<file path="config.mk">
export PLATFORM = sky130hd
export DESIGN_NAME = instruction_fetch
export DESIGN_NICKNAME = d
export VERILOG_FILES = /design/src/rtl/instruction_fetch_pkg.sv /design/src/rtl/if_id_register.sv /design/src/rtl/instruction_fetch.sv
export SDC_FILE = /design/constraint.sdc
export NUM_CORES = 1
export LEC_CHECK = 0
export BUFFER_PORTS_ARGS = -buffer_cell sky130_fd_sc_hd__clkbuf_2
export CAP_MARGIN = 15
export CORE_MARGIN = 8
export CORE_UTILIZATION = 45
export DETAILED_ROUTE_END_ITERATION = 10
export PLACE_DENSITY = 0.72
export SLEW_MARGIN = 10
export SYNTH_ARGS = -nofsm -noshare
export SYNTH_HDL_FRONTEND = slang
export SYNTH_HIERARCHICAL = 1
export SYNTH_SLANG_ARGS = --single-unit
</file>
<file path="constraint.sdc">
create_clock -name clk -period 5.51 [get_ports clk]
set_clock_uncertainty 0.15 [all_clocks]
set_input_delay 0 -clock clk [delete_from_list [all_inputs] [get_ports clk]]
set_output_delay 0 -clock clk [all_outputs]
set_load 0.01 [all_outputs]
</file>
<file path="src/rtl/instruction_fetch_pkg.sv">
// Shared constants for the instruction fetch stage: NOP encoding, FSM state codes
// and the sequential PC step.
package instruction_fetch_pkg;

  localparam logic [31:0] NOP_INST = 32'h0000_0013;

  localparam int unsigned IF_STATE_WIDTH = 2;
  localparam logic [IF_STATE_WIDTH-1:0] IF_FETCH = 2'd0;
  localparam logic [IF_STATE_WIDTH-1:0] IF_DRAIN = 2'd1;
  localparam logic [IF_STATE_WIDTH-1:0] IF_HOLD  = 2'd2;

  localparam int unsigned PC_INCREMENT = 4;

endpackage

</file>
<file path="src/rtl/if_id_register.sv">
// IF/ID pipeline register: {valid, instruction, pc} with flush-to-NOP, hold and load.
// Flush has priority over hold, which has priority over load.
module if_id_register
  import instruction_fetch_pkg::*;
#(
  parameter int unsigned ADDR_WIDTH = 32,
  parameter int unsigned INST_WIDTH = 32,
  parameter logic [ADDR_WIDTH-1:0] RESET_PC = '0
) (
  input  logic                  clk,
  input  logic                  rst,
  input  logic                  load,
  input  logic                  flush,
  input  logic                  hold,
  input  logic [INST_WIDTH-1:0] load_instruction,
  input  logic [ADDR_WIDTH-1:0] load_pc,
  output logic                  valid,
  output logic [INST_WIDTH-1:0] instruction,
  output logic [ADDR_WIDTH-1:0] pc
);

  logic                  valid_q, valid_d;
  logic [INST_WIDTH-1:0] instruction_q, instruction_d;
  logic [ADDR_WIDTH-1:0] pc_q, pc_d;

  always_comb begin
    valid_d       = valid_q;
    instruction_d = instruction_q;
    pc_d          = pc_q;
    if (flush) begin
      valid_d       = 1'b0;
      instruction_d = INST_WIDTH'(NOP_INST);
    end else if (!hold && load) begin
      valid_d       = 1'b1;
      instruction_d = load_instruction;
      pc_d          = load_pc;
    end
  end

  always_ff @(posedge clk or negedge rst) begin
    if (!rst) begin
      valid_q       <= 1'b0;
      instruction_q <= INST_WIDTH'(NOP_INST);
      pc_q          <= RESET_PC;
    end else begin
      valid_q       <= valid_d;
      instruction_q <= instruction_d;
      pc_q          <= pc_d;
    end
  end

  assign valid       = valid_q;
  assign instruction = instruction_q;
  assign pc          = pc_q;

endmodule

</file>
<file path="src/rtl/instruction_fetch.sv">
// Instruction fetch stage: PC, single-outstanding imem req/ack handshake, one-entry
// hold buffer for responses that land while ID is stalled, and the IF/ID register.
module instruction_fetch
  import instruction_fetch_pkg::*;
#(
  parameter int unsigned ADDR_WIDTH = 32,
  parameter int unsigned INST_WIDTH = 32,
  parameter logic [ADDR_WIDTH-1:0] RESET_PC = 32'h0000_0000
) (
  input  logic                  clk,
  input  logic                  rst,
  input  logic                  cpu_en,
  input  logic                  stall,
  input  logic                  redirect_valid,
  input  logic [ADDR_WIDTH-1:0] redirect_pc,
  output logic                  imem_req,
  output logic [ADDR_WIDTH-1:0] imem_addr,
  input  logic                  imem_ack,
  input  logic [INST_WIDTH-1:0] imem_rdata,
  output logic                  if_valid,
  output logic [INST_WIDTH-1:0] if_instruction,
  output logic [ADDR_WIDTH-1:0] if_pc
);

  logic [IF_STATE_WIDTH-1:0] state_q, state_d;
  logic [ADDR_WIDTH-1:0]     pc_q, pc_d, pc_req_q;
  logic [ADDR_WIDTH-1:0]     buf_pc_q;
  logic [INST_WIDTH-1:0]     buf_inst_q;
  logic [ADDR_WIDTH-1:0]     redirect_target, pc_seq;
  logic                      stall_eff, redirect_eff, buf_load, ifid_load;

  // A disabled CPU looks exactly like a stalled one and cannot be redirected.
  assign stall_eff       = stall | ~cpu_en;
  assign redirect_eff    = redirect_valid & cpu_en;
  assign redirect_target = redirect_pc & ~ADDR_WIDTH'(3);
  assign pc_seq          = pc_q + ADDR_WIDTH'(PC_INCREMENT);

  assign imem_req  = rst & (state_q != IF_HOLD);
  assign imem_addr = (state_q == IF_DRAIN) ? pc_req_q : pc_q;

  always_comb begin
    state_d  = state_q;
    pc_d     = pc_q;
    buf_load = 1'b0;
    case (state_q)
      IF_FETCH: begin
        if (redirect_eff) begin
          pc_d    = redirect_target;
          state_d = imem_ack ? IF_FETCH : IF_DRAIN;
        end else if (imem_ack) begin
          pc_d = pc_seq;
          if (stall_eff) begin
            state_d  = IF_HOLD;
            buf_load = 1'b1;
          end
        end
      end
      IF_DRAIN: begin
        if (redirect_eff) pc_d = redirect_target;
        if (imem_ack) state_d = IF_FETCH;
      end
      IF_HOLD: begin
        if (redirect_eff) begin
          pc_d    = redirect_target;
          state_d = IF_FETCH;
        end else if (!stall_eff) begin
          state_d = IF_FETCH;
        end
      end
      default: state_d = IF_FETCH;
    endcase
  end

  // pc_req_q shadows the address of the request in flight so DRAIN can keep presenting it.
  always_ff @(posedge clk or negedge rst) begin
    if (!rst) begin
      state_q    <= IF_FETCH;
      pc_q       <= RESET_PC;
      pc_req_q   <= RESET_PC;
      buf_inst_q <= INST_WIDTH'(NOP_INST);
      buf_pc_q   <= RESET_PC;
    end else begin
      state_q <= state_d;
      pc_q    <= pc_d;
      if (state_q == IF_FETCH) pc_req_q <= pc_q;
      if (buf_load) begin
        buf_inst_q <= imem_rdata;
        buf_pc_q   <= pc_q;
      end
    end
  end

  assign ifid_load = ((state_q == IF_FETCH) & imem_ack) | (state_q == IF_HOLD);

  if_id_register #(
    .ADDR_WIDTH (ADDR_WIDTH),
    .INST_WIDTH (INST_WIDTH),
    .RESET_PC   (RESET_PC)
  ) u_if_id_register (
    .clk              (clk),
    .rst              (rst),
    .load             (ifid_load),
    .flush            (redirect_eff),
    .hold             (stall_eff),
    .load_instruction ((state_q == IF_HOLD) ? buf_inst_q : imem_rdata),
    .load_pc          ((state_q == IF_HOLD) ? buf_pc_q : pc_q),
    .valid            (if_valid),
    .instruction      (if_instruction),
    .pc               (if_pc)
  );

endmodule

</file>
==> reports/qor.yml <==
run_status:
  status: "finished, final reports clean"
logic_synthesis:
  synthTopCellsByArea: "dfrtp_1 48%, mux2_2 20%, mux2_4 4.7%"
  yosys.area_share.simple: 0.111
  synth_top_area_frac: 0.476
  synth_edf_count: 0
  synth_area_um2: 9630
  synthMuxAreaShare: 0.261
  ys_seq_elements: 189
  ys_async_sr_fraction: 1.00
  synth_top_family_by_area: "multiplexers"
  ys_warn_count: 6
  synthAdderAreaFrac: 0.00520
  synth_ff_type: "dfrtp_1"
  ys_seq_area_frac: 0.492
  synthesis.instances: 809
  netlist_top_cells_count: "183 x dfrtp_1, 170 x mux2_2, 90 x nand2_1, 51 x a21oi_1, 30 x mux2_4"
  synth_compound_area_frac: 0.0849
  yosysTopAreaCell: "dfrtp_1"
  synth_xor_area_frac: 0
  syn_area_per_cell_um2: 11.9
  ys_types: 69
  yosysMostFrequentCell: "dfrtp_1"
drt:
  drt_iter0_markers: 469
  drt-pass1-iter-count: 5
  drc: 0
  vias_per_cell: 5.51
  wl_mm: 24.7
  vias: 7083
  post_drt_wl_per_cell_um: 19.2
  ant_nets: 0
die:
  row_count: 53
  die_area_um2: 26300
  core_um2: 21000
  io_pins: 168
  die_h_um: 162
  die-width_um: 162
  initial_core_util: 0.458
power_and_ir_drop:
  p_total_mw: 6.91
  pwr-share-seq: 0.381
  p_switching_mw: 2.62
  power_leakage_nw: 5.18
  intPower_mw: 4.28
  ir_drop_mv: 0.315
  p_per_area_nw_per_um2: 588
  p_comb_frac: 0.435
  p_sw_frac: 0.380
  clock_power_share: 0.184
timing:
  setup_violations: 0
  tns_ns: 0
  slew_viol_final: 0
  fmax_ghz: 0.272
  hold_violations: 0
  rsz0062_at_grt: "false"
  worst_slew_pin_slew_ns: 1.04
  slew_headroom: 0.304
  fin_crit_sh: 0.668
  fin_crit_ns: 3.68
  setup_ws_ns: 1.83
run:
  cap_violations: 0
critical_path:
  critPathMaxFanout: 40
  worstSetupStartpointType: "register"
  crit_required_ns: 5.67
  r2r_cells: 6
  timing.rr.end: "buf_pc_q[9]"
  crit_arrival_ns: 3.84
  criticalPathCategory: "reg -> reg"
  crit_path_start: "state_q[0]"
  r2r_slack_ns: 1.83
  cp-endpoint: "buf_pc_q[9]"
  end_kind: "register"
  r2r-start: "state_q[0]"
clocking:
  cts_setup_buffers: 0
  cts_sinks: 189
  clock_latency_ns: 0.43
  h-tree-depth: 4
  cts.clk_slew.worst_paths_ns: 0.08
  clk_path_buf_depth: 2
  tritoncts: "built"
  numCtsBuffers: 17
  cts_resized: 0
  clock-root-buffer: "clkbuf_16"
placed_design:
  dp_hpwl_mm: 16.1
  dp_cells: 1188
  place_area_um2: 10500
  dp_slack_ns: 1.79
  routabilityCongestion: 0.835
  portBuffers: 163
grt:
  grt-ovfl-total: 0
  antenna_found_initial: 0
  grt_usage: 0.192
  grt_max_degree: 107
  grt_first_pass_wirelength_mm: 40.4
  grt_pass1_vias: 7528
worst_hold_path:
  hold_path_class: "in -> async"
cells_and_area:
  fin_nets: 1072
  drive_gt1_frac: 0.426
  instances_no_fill: 1286
  n_fill_cell: 1779
  design_area_um2: 11800
  antennaDiodeCount: 0
  area_growth_pct: 22.0
==> power groups by stage <==
stage,registers [mW],logic [mW],clock network [mW]
final,2.63,3.01,1.27
after global routing,2.73,3.29,1.35
after CTS,2.62,3.04,1.30
after detailed placement,2.64,2.98,0
after global placement,2.61,2.92,0
after floorplan,2.46,2.27,0
==> worst min-delay path by stage <==
stage                    from                               end  slack, ns  cells after the start
5_1_grt        redirect_valid                           pc_q[3]       0.12                      5
3_3_place_gp              rst  u_if_id_register/instruction[14]       0.02                      1
4_1_cts                 stall                        state_q[1]       0.05                      5
6_report                  rst  u_if_id_register/instruction[14]       0.06                      2
2_1_floorplan             rst                    buf_inst_q[10]      -0.45                      0
3_5_place_dp              rst  u_if_id_register/instruction[14]       0.01                      1
==> placed cells by master (no fill, tap or decap), types with 4 or more instances in the layout <==
cell type,instances
mux2_4,30
nand3_1,16
mux2_2,170
clkbuf_2,162
o32ai_1,7
mux2_1,8
or3_1,4
nand2_1,90
and4_1,8
dfrtp_1,183
nor2_1,22
and2_1,6
conb_1,4
inv_1,8
dfstp_2,6
dlygate4sd3_1,66
o22a_1,4
mux2i_1,6
inv_6,5
nor3_1,8
a211oi_1,8
clkbuf_16,17
nand4_1,8
nor3b_1,4
o21ai_0,19
a21oi_1,49
and3_1,5
buf_4,10
==> logic make-up (layout without fill, tap and decap cells) <==
| kind of cell | Yosys count | in the layout |
|---|---|---|
| mux | 214 | 214 |
| compound gates | 125 | 125 |
| fa+ha+maj | 4 | 4 |
| simple gates | 196 | 196 |
| other cells | 1 | 4 |
| flops | 189 | 189 |
| buf+inv | 80 | 279 |
==> flip-flops by register name, indices dropped and copies added, names as in the netlist <==
register / flops
buf_pc_q: 30
buf_inst_q: 32
state_q: 2
pc_req_q: 30
u_if_id_register/pc: 32
u_if_id_register/valid: 1
u_if_id_register/instruction: 32
pc_q: 30
==> worst max-delay path, cell delays in order, from the launching register on <==
cell and delay (ns):
dfrtp_1 0.41, inv_1 0.10, ha_1 0.75, nand2_1 0.38
nor2_4 0.70, buf_4 0.64, mux2_2 0.40
==> routing by layer <==
metal / vias up / GRT usage / part of all wire
met2: 198 / 0.314 / 0.49
met4: 0 / 0.0673 / 0.021
li1: 3276 / - / -
met5: - / 0 / 0
met1: 3575 / 0.242 / 0.44
met3: 34 / 0.0476 / 0.050
==> per-stage QoR <==
step / hold slack, ns / utilization
global placement: 0.0171 / 0.499
floorplan: -0.446 / -
CTS: 0.0458 / 0.559
detailed placement: 0.0149 / 0.499
global route: 0.116 / 0.559
finish: 0.0641 / 0.559
==> area by class of cell <==
class / instances / area [um2] / area share
clock inverters: 15 / 174 / 0.0148
multi-input cells: 543 / 4480 / 0.381
well taps: 275 / 344 / 0.0293
repair buffers: 239 / 1560 / 0.133
flip-flops and latches: 189 / 4740 / 0.403
inverters: 8 / 30.0 / 0.00256
clock buffers: 17 / 425 / 0.0362
==> timing repair <==
item | in CTS | in global routing
endpoints found under the setup margin | 0 | 0
hold buffers | 66 | 0
endpoints found under the hold margin | 199 | 0
Note: power is estimated with default switching activity, not from simulation.
